<file path="config.mk">
export PLATFORM = sky130hd
export DESIGN_NAME = micro_sequencer_flat
export DESIGN_NICKNAME = d
export VERILOG_FILES = /design/src/rtl/micro_sequencer_pkg.sv /design/src/rtl/micro_sequencer_if.sv /design/src/rtl/micro_sequencer_next_addr_logic.sv /design/src/rtl/micro_sequencer.sv /design/src/flat_wrapper.sv
export SDC_FILE = /design/constraint.sdc
export NUM_CORES = 1
export LEC_CHECK = 0
export CAP_MARGIN = 5
export CORE_MARGIN = 3
export CORE_UTILIZATION = 28
export CTS_BUF_LIST = sky130_fd_sc_hd__clkbuf_16
export DETAILED_ROUTE_END_ITERATION = 10
export GPL_ROUTABILITY_DRIVEN = 0
export PLACE_DENSITY_LB_ADDON = 0.2
export SETUP_SLACK_MARGIN = 0.1
export SYNTH_ARGS = -nofsm -noshare
export SYNTH_HDL_FRONTEND = slang
export SYNTH_SLANG_ARGS = --single-unit
export TNS_END_PERCENT = 30
</file>
<file path="constraint.sdc">
create_clock -name clk -period 3.3 [get_ports clk]
set_clock_uncertainty 0.05 [all_clocks]
set_input_delay 0.495 -clock clk [delete_from_list [all_inputs] [get_ports clk]]
set_output_delay 0.495 -clock clk [all_outputs]
set_load 0.005 [all_outputs]
</file>
<file path="src/rtl/micro_sequencer_pkg.sv">
// Shared constants for the microprogram sequencer and the control-store microcode.
package micro_sequencer_pkg;

  localparam int unsigned SEQ_ADDR_W     = 7;
  localparam int unsigned SEQ_CNT_W      = 16;
  localparam int unsigned SEQ_WDOG_W     = 16;
  localparam int unsigned SEQ_FETCH_ADDR = 0;

  // Next-address select field of a control word.
  typedef enum logic [2:0] {
    SEQ_INC      = 3'd0,
    SEQ_JUMP     = 3'd1,
    SEQ_DISPATCH = 3'd2,
    SEQ_JZ       = 3'd3,
    SEQ_JNZ      = 3'd4,
    SEQ_FETCH    = 3'd5,
    SEQ_HALT     = 3'd6,
    SEQ_RSVD     = 3'd7
  } seq_sel_e;

  // Sequencer run state.
  typedef enum logic [1:0] {
    ST_IDLE = 2'd0,
    ST_RUN  = 2'd1,
    ST_DONE = 2'd2
  } seq_state_e;

endpackage

</file>
<file path="src/rtl/micro_sequencer_if.sv">
// Host / control-word / control_unit signals of the microprogram sequencer.
interface micro_sequencer_if
  import micro_sequencer_pkg::*;
#(
  parameter int unsigned ADDR_W = SEQ_ADDR_W,
  parameter int unsigned CNT_W  = SEQ_CNT_W
);

  logic              start;
  logic              stall;
  logic              Z_flag;
  logic [ADDR_W-1:0] MBRU;
  logic [2:0]        next_sel;
  logic [ADDR_W-1:0] jump_addr;
  logic [ADDR_W-1:0] addr;
  logic              enable;
  logic              busy;
  logic              finish;
  logic              error;
  logic [CNT_W-1:0]  uinstr_count;

  // Host and datapath side.
  modport master (
    output start, stall, Z_flag, MBRU, next_sel, jump_addr,
    input  addr, enable, busy, finish, error, uinstr_count
  );

  // Sequencer side.
  modport slave (
    input  start, stall, Z_flag, MBRU, next_sel, jump_addr,
    output addr, enable, busy, finish, error, uinstr_count
  );

endinterface

</file>
<file path="src/rtl/micro_sequencer_next_addr_logic.sv">
// Combinational next-microaddress selection; flags reserved selects and increments past the top.
module micro_sequencer_next_addr_logic
  import micro_sequencer_pkg::*;
#(
  parameter int unsigned ADDR_W     = SEQ_ADDR_W,
  parameter int unsigned FETCH_ADDR = SEQ_FETCH_ADDR
) (
  input  logic [ADDR_W-1:0] addr,
  input  logic [2:0]        next_sel,
  input  logic [ADDR_W-1:0] jump_addr,
  input  logic [ADDR_W-1:0] mbru,
  input  logic              z_flag,
  output logic [ADDR_W-1:0] next_addr,
  output logic              illegal
);

  logic [ADDR_W-1:0] addr_inc;
  logic              at_top;

  assign addr_inc = addr + ADDR_W'(1);
  assign at_top   = &addr;

  // Any select that may fall through to addr+1 is illegal at the top address, even if taken.
  always_comb begin
    next_addr = addr;
    illegal   = 1'b0;
    case (seq_sel_e'(next_sel))
      SEQ_INC:      begin next_addr = addr_inc; illegal = at_top; end
      SEQ_JUMP:     next_addr = jump_addr;
      SEQ_DISPATCH: next_addr = mbru;
      SEQ_JZ:       begin next_addr = z_flag ? jump_addr : addr_inc; illegal = at_top; end
      SEQ_JNZ:      begin next_addr = z_flag ? addr_inc : jump_addr; illegal = at_top; end
      SEQ_FETCH:    next_addr = ADDR_W'(FETCH_ADDR);
      SEQ_HALT:     next_addr = addr;
      SEQ_RSVD:     illegal = 1'b1;
      default:      illegal = 1'b1;
    endcase
  end

endmodule

</file>
<file path="src/rtl/micro_sequencer.sv">
// Microprogram sequencer: control-store address register, run FSM, host handshake and counters.
module micro_sequencer
  import micro_sequencer_pkg::*;
#(
  parameter int unsigned ADDR_W     = SEQ_ADDR_W,
  parameter int unsigned FETCH_ADDR = SEQ_FETCH_ADDR,
  parameter int unsigned CNT_W      = SEQ_CNT_W,
  parameter logic [SEQ_WDOG_W-1:0] WDOG_LIMIT = 16'hFFFF
) (
  input  logic             clk,
  input  logic             rst_n,
  micro_sequencer_if.slave bus
);

  localparam int unsigned WDOG_W = SEQ_WDOG_W;

  seq_state_e        state_q;
  logic [ADDR_W-1:0] addr_q;
  logic              busy_q;
  logic              finish_q;
  logic              error_q;
  logic [CNT_W-1:0]  count_q;
  logic [WDOG_W-1:0] wdog_q;

  logic [ADDR_W-1:0] next_addr;
  logic              illegal;
  logic [WDOG_W-1:0] wdog_inc;
  logic              wdog_hit;
  logic              halt_sel;

  micro_sequencer_next_addr_logic #(
    .ADDR_W    (ADDR_W),
    .FETCH_ADDR(FETCH_ADDR)
  ) u_next (
    .addr     (addr_q),
    .next_sel (bus.next_sel),
    .jump_addr(bus.jump_addr),
    .mbru     (bus.MBRU),
    .z_flag   (bus.Z_flag),
    .next_addr(next_addr),
    .illegal  (illegal)
  );

  assign wdog_inc = wdog_q + WDOG_W'(1);
  assign wdog_hit = (WDOG_LIMIT != '0) && (wdog_inc == WDOG_LIMIT);
  assign halt_sel = (seq_sel_e'(bus.next_sel) == SEQ_HALT);

  // Run FSM with registered address, status and counters; aborts take priority over HALT.
  always_ff @(posedge clk) begin
    if (!rst_n) begin
      state_q  <= ST_IDLE;
      addr_q   <= ADDR_W'(FETCH_ADDR);
      busy_q   <= 1'b0;
      finish_q <= 1'b0;
      error_q  <= 1'b0;
      count_q  <= '0;
      wdog_q   <= '0;
    end else begin
      finish_q <= 1'b0;
      case (state_q)
        ST_IDLE: begin
          if (bus.start) begin
            addr_q  <= ADDR_W'(FETCH_ADDR);
            count_q <= '0;
            error_q <= 1'b0;
            wdog_q  <= '0;
            busy_q  <= 1'b1;
            state_q <= ST_RUN;
          end
        end
        ST_RUN: begin
          if (!bus.stall) begin
            if (!(&count_q)) count_q <= count_q + CNT_W'(1);
            wdog_q <= wdog_inc;
            if (illegal || wdog_hit) begin
              error_q <= 1'b1;
              busy_q  <= 1'b0;
              state_q <= ST_DONE;
            end else if (halt_sel) begin
              finish_q <= 1'b1;
              busy_q   <= 1'b0;
              state_q  <= ST_DONE;
            end else begin
              addr_q <= next_addr;
            end
          end
        end
        ST_DONE: state_q <= ST_IDLE;
        default: state_q <= ST_IDLE;
      endcase
    end
  end

  // enable follows stall within the cycle so a held control word never executes twice.
  assign bus.enable       = (state_q == ST_RUN) && !bus.stall;
  assign bus.addr         = addr_q;
  assign bus.busy         = busy_q;
  assign bus.finish       = finish_q;
  assign bus.error        = error_q;
  assign bus.uinstr_count = count_q;

endmodule

</file>
<file path="src/flat_wrapper.sv">
// flat-port wrapper written by rule: the top's interface ports become plain ports
module micro_sequencer_flat import micro_sequencer_pkg::*;
#(
  parameter int unsigned ADDR_W     = SEQ_ADDR_W,
  parameter int unsigned FETCH_ADDR = SEQ_FETCH_ADDR,
  parameter int unsigned CNT_W      = SEQ_CNT_W,
  parameter logic [SEQ_WDOG_W-1:0] WDOG_LIMIT = 16'hFFFF
)
  (clk, rst_n, bus_start, bus_stall, bus_Z_flag, bus_MBRU, bus_next_sel, bus_jump_addr, bus_addr, bus_enable, bus_busy, bus_finish, bus_error, bus_uinstr_count);
  micro_sequencer_if #(.ADDR_W(ADDR_W), .CNT_W(CNT_W)) bus_i ();
  input  logic clk;
  input  logic rst_n;
  input wire logic [$bits(bus_i.start)-1:0] bus_start;
  input wire logic [$bits(bus_i.stall)-1:0] bus_stall;
  input wire logic [$bits(bus_i.Z_flag)-1:0] bus_Z_flag;
  input wire logic [$bits(bus_i.MBRU)-1:0] bus_MBRU;
  input wire logic [$bits(bus_i.next_sel)-1:0] bus_next_sel;
  input wire logic [$bits(bus_i.jump_addr)-1:0] bus_jump_addr;
  output wire logic [$bits(bus_i.addr)-1:0] bus_addr;
  output wire logic [$bits(bus_i.enable)-1:0] bus_enable;
  output wire logic [$bits(bus_i.busy)-1:0] bus_busy;
  output wire logic [$bits(bus_i.finish)-1:0] bus_finish;
  output wire logic [$bits(bus_i.error)-1:0] bus_error;
  output wire logic [$bits(bus_i.uinstr_count)-1:0] bus_uinstr_count;
  assign bus_i.start = bus_start;
  assign bus_i.stall = bus_stall;
  assign bus_i.Z_flag = bus_Z_flag;
  assign bus_i.MBRU = bus_MBRU;
  assign bus_i.next_sel = bus_next_sel;
  assign bus_i.jump_addr = bus_jump_addr;
  assign bus_addr = bus_i.addr;
  assign bus_enable = bus_i.enable;
  assign bus_busy = bus_i.busy;
  assign bus_finish = bus_i.finish;
  assign bus_error = bus_i.error;
  assign bus_uinstr_count = bus_i.uinstr_count;
  micro_sequencer #(.ADDR_W(ADDR_W), .FETCH_ADDR(FETCH_ADDR), .CNT_W(CNT_W), .WDOG_LIMIT(WDOG_LIMIT)) u_core (.clk(clk), .rst_n(rst_n), .bus(bus_i));
endmodule
</file>
==> flow_metrics.py <==
metrics = {
    "detailed_routing": {
        "wl_per_cell_um": 14.3,
        "ant_nets": 0,
        "drt_iter0_drc": 100,
        "vias_per_cell": 5.10,
        "drc_errors": 0,
        "routed-via-count": 2574,
        "drt_pass1_iterations": 4,
        "drt-total-wl_um": 7230,
    },
    "synthesis": {
        "yosysUniqueCellTypes": 69,
        "avgSynthCellArea_um2": 8.38,
        "synth_edf_count": 0,
        "ys_async_sr_fraction": 0,
        "ys.flop_type": "dfxtp_1",
        "yosysMostFrequentCell": "dfxtp_1",
        "synth_area_leaders": "dfxtp_1 31%, nor2_1 4.5%, xor2_1 3.7%",
        "synthesis.instances": 335,
        "ys_seq_area_frac": 0.314,
        "synth-seq-cells": 44,
        "syn_area_um2": 2810,
        "synth_top_area_frac": 0.314,
        "yosysWarnings": 0,
        "synth_common_cells": "44 x dfxtp_1, 34 x nor2_1, 26 x nand2_1",
        "synth_top_area_cell": "dfxtp_1",
        "syn-num-nets": 361,
    },
    "placement": {
        "dpl_cell_area_um2": 3370,
        "dp_hpwl_um": 5280,
        "portBuffers": 48,
    },
    "timing": {
        "finalHoldViolCount": 0,
        "slew_viol_final": 0,
        "timing.hold.ws_ns": 0.435,
        "fin_crit_ns": 2.57,
        "fin_tns_setup_ns": 0,
        "finalSetupViolCount": 0,
        "timing.fmax_mhz": 390,
        "max_slew_margin": 0.639,
        "rsz0062_at_grt": "no",
        "tightest_slew_ns": 0.539,
        "fin_crit_sh": 0.778,
    },
    "hold_path": {
        "hold_class": "flop to flop",
        "hold_depth": 2,
        "hold_start": "u_core.bus.error",
        "holdPathEnd": "u_core.bus.error",
    },
    "clock_tree": {
        "cts_tree": "done",
        "cts_setup_buffers": 0,
        "clk-insertion-delay-late_ns": 0.28,
        "hold_buffers": 0,
        "cts_resized": 0,
        "cts_max_level": 2,
        "clockBufferDepth": 2,
        "cts_made_buffers": 5,
        "cts.clk_slew.worst_paths_ns": 0.06,
        "cts-root-buf": "clkbuf_16",
        "cts.sinks": 44,
    },
    "critical_path": {
        "cp.required_ns": 2.75,
        "timing.rr.end": "u_core.state_q[1]",
        "cp_common_cell": "clkdlybuf4s50_1",
        "arrival_ns": 2.02,
        "reg2reg_depth": 7,
        "startpoint_type": "input port",
        "crit-reg2reg-launch": "u_core.wdog_q[0]",
        "max_stage_delay_ns": 0.52,
        "critPathMaxFanout": 13,
        "critical_path.endpoint_type": "output port",
        "reg2reg_slack_ns": 0.77,
        "path_cells": "clkdlybuf4s50_1 -> or3b_1 -> clkinv_4 -> clkdlybuf4s50_1",
        "cpMaxStageDelayCell": "clkdlybuf4s50_1",
        "path_class": "input port to output port",
    },
    "grt": {
        "grt_pass1_wl_um": 12400,
        "grt_use_total": 0.131,
        "antenna_found_initial": 0,
        "grt_pass1_vias": 2528,
        "grt_max_degree": 18,
        "overflow": 0,
    },
    "final_layout": {
        "n_fill_cell": 1011,
        "area_growth_pct": 25.0,
        "n_antenna_cell": 0,
        "drive_gt1_frac": 0.0878,
        "final_area_um2": 3510,
        "num-nets-final": 402,
    },
    "floorplanning": {
        "die_y_um": 106,
        "die_x_um": 106,
        "ios": 49,
        "std_cell_rows": 35,
        "core-area_um2": 9500,
        "start_util": 0.296,
        "dieArea_um2": 11300,
    },
    "run": {
        "drv_cap": 0,
    },
    "pwr": {
        "ir_drop_uv": 197,
        "p_leak_nw": 1.20,
        "cellPowerDensity_nw_per_um2": 336,
        "total_power_mw": 1.18,
    },
    "outcome": {
        "status": "finished, final reports clean",
    },
}
[cell usage in the layout (no fill, tap or decap), types with 3 or more instances in the layout]
| cell | count |
|---|---|
| a21boi_0 | 6 |
| a21oi_1 | 16 |
| a22oi_1 | 5 |
| a31oi_1 | 4 |
| a32oi_1 | 3 |
| and2_1 | 5 |
| and3_1 | 7 |
| and4_1 | 3 |
| buf_4 | 4 |
| clkbuf_16 | 5 |
| clkdlybuf4s50_1 | 48 |
| dfxtp_1 | 44 |
| ha_1 | 4 |
| inv_1 | 6 |
| nand2_1 | 26 |
| nand2b_1 | 4 |
| nand3_1 | 17 |
| nand4_1 | 10 |
| nand4_2 | 3 |
| nor2_1 | 34 |
| nor2b_1 | 10 |
| nor3_1 | 5 |
| o211ai_1 | 12 |
| o21a_1 | 3 |
| o21ai_0 | 16 |
| o22ai_1 | 3 |
| o2bb2ai_1 | 3 |
| xnor2_1 | 5 |
| xor2_1 | 12 |
[power breakdown]
| part | total [mW] | internal (mW) | switching, mW |
|---|---|---|---|
| clock | 0.479 | 0.275 | 0.205 |
| sequential | 0.549 | 0.538 | 0.0107 |
| combinational | 0.151 | 0.0707 | 0.0805 |
[kinds of logic after synthesis]
kind of cell / after synthesis / share of synthesized area
fa+ha+maj: 4 / 0.0178
simple gates: 150 / 0.305
compound gates: 93 / 0.252
flops: 44 / 0.314
mux: 1 / 0.00356
xor+xnor: 18 / 0.0588
buf+inv: 25 / 0.0494
[per-layer routing]
| metal | routed length (µm) | vias to the layer above | GRT usage |
|---|---|---|---|
| met4 | 62 | 0 | 0.0472 |
| met5 | 0 | - | 0 |
| met2 | 3190 | 56 | 0.210 |
| met3 | 290 | 2 | 0.0194 |
| li1 | - | 1325 | - |
| met1 | 3690 | 1191 | 0.179 |
[critical path: cells and delay by family]
family	cells	cell delay [ns]
AND/OR/NAND/NOR	1	0.42
buffers and inverters	3	1.10
[how the worst max path moves through the flow]
stage,slack [ns],depth (start not counted),from,to
after floorplan,1.18,7,bus_next_sel[1],u_core.bus.addr[6]
after global routing,0.52,7,u_core.wdog_q[0],u_core.state_q[1]
after global placement,0.59,7,bus_next_sel[0],u_core.bus.addr[6]
after detailed placement,0.56,7,bus_next_sel[0],u_core.bus.addr[0]
final,0.73,4,bus_stall,bus_enable
after CTS,0.72,4,bus_stall,bus_enable
[metrics by stage]
| step | cells | worst slack, ns | utilization |
|---|---|---|---|
| floorplan | 335 | 1.18 | - |
| global placement | 498 | 0.590 | 0.355 |
| detailed placement | 498 | 0.557 | 0.355 |
| CTS | 505 | 0.723 | 0.369 |
| global route | 505 | 0.523 | 0.369 |
| finish | 505 | 0.733 | 0.369 |
[flip-flops by register name (all words and copies together) (netlist names)]
| name | cells |
|---|---|
| u_core.bus.addr | 7 |
| u_core.bus.busy | 1 |
| u_core.bus.error | 1 |
| u_core.bus.finish | 1 |
| u_core.bus.uinstr_count | 16 |
| u_core.state_q | 2 |
| u_core.wdog_q | 16 |
[area by class of cell]
class	count	area [µm²]	area share
Multi-Input combinational cell	266	1790	0.510
Sequential cell	44	881	0.251
Timing Repair Buffer	52	510	0.145
Tap cell	129	161	0.0460
Clock buffer	5	125	0.0356
Inverter	7	31.3	0.00891
Clock inverter	2	12.5	0.00356
No activity file was read; power rests on OpenSTA's default activity.
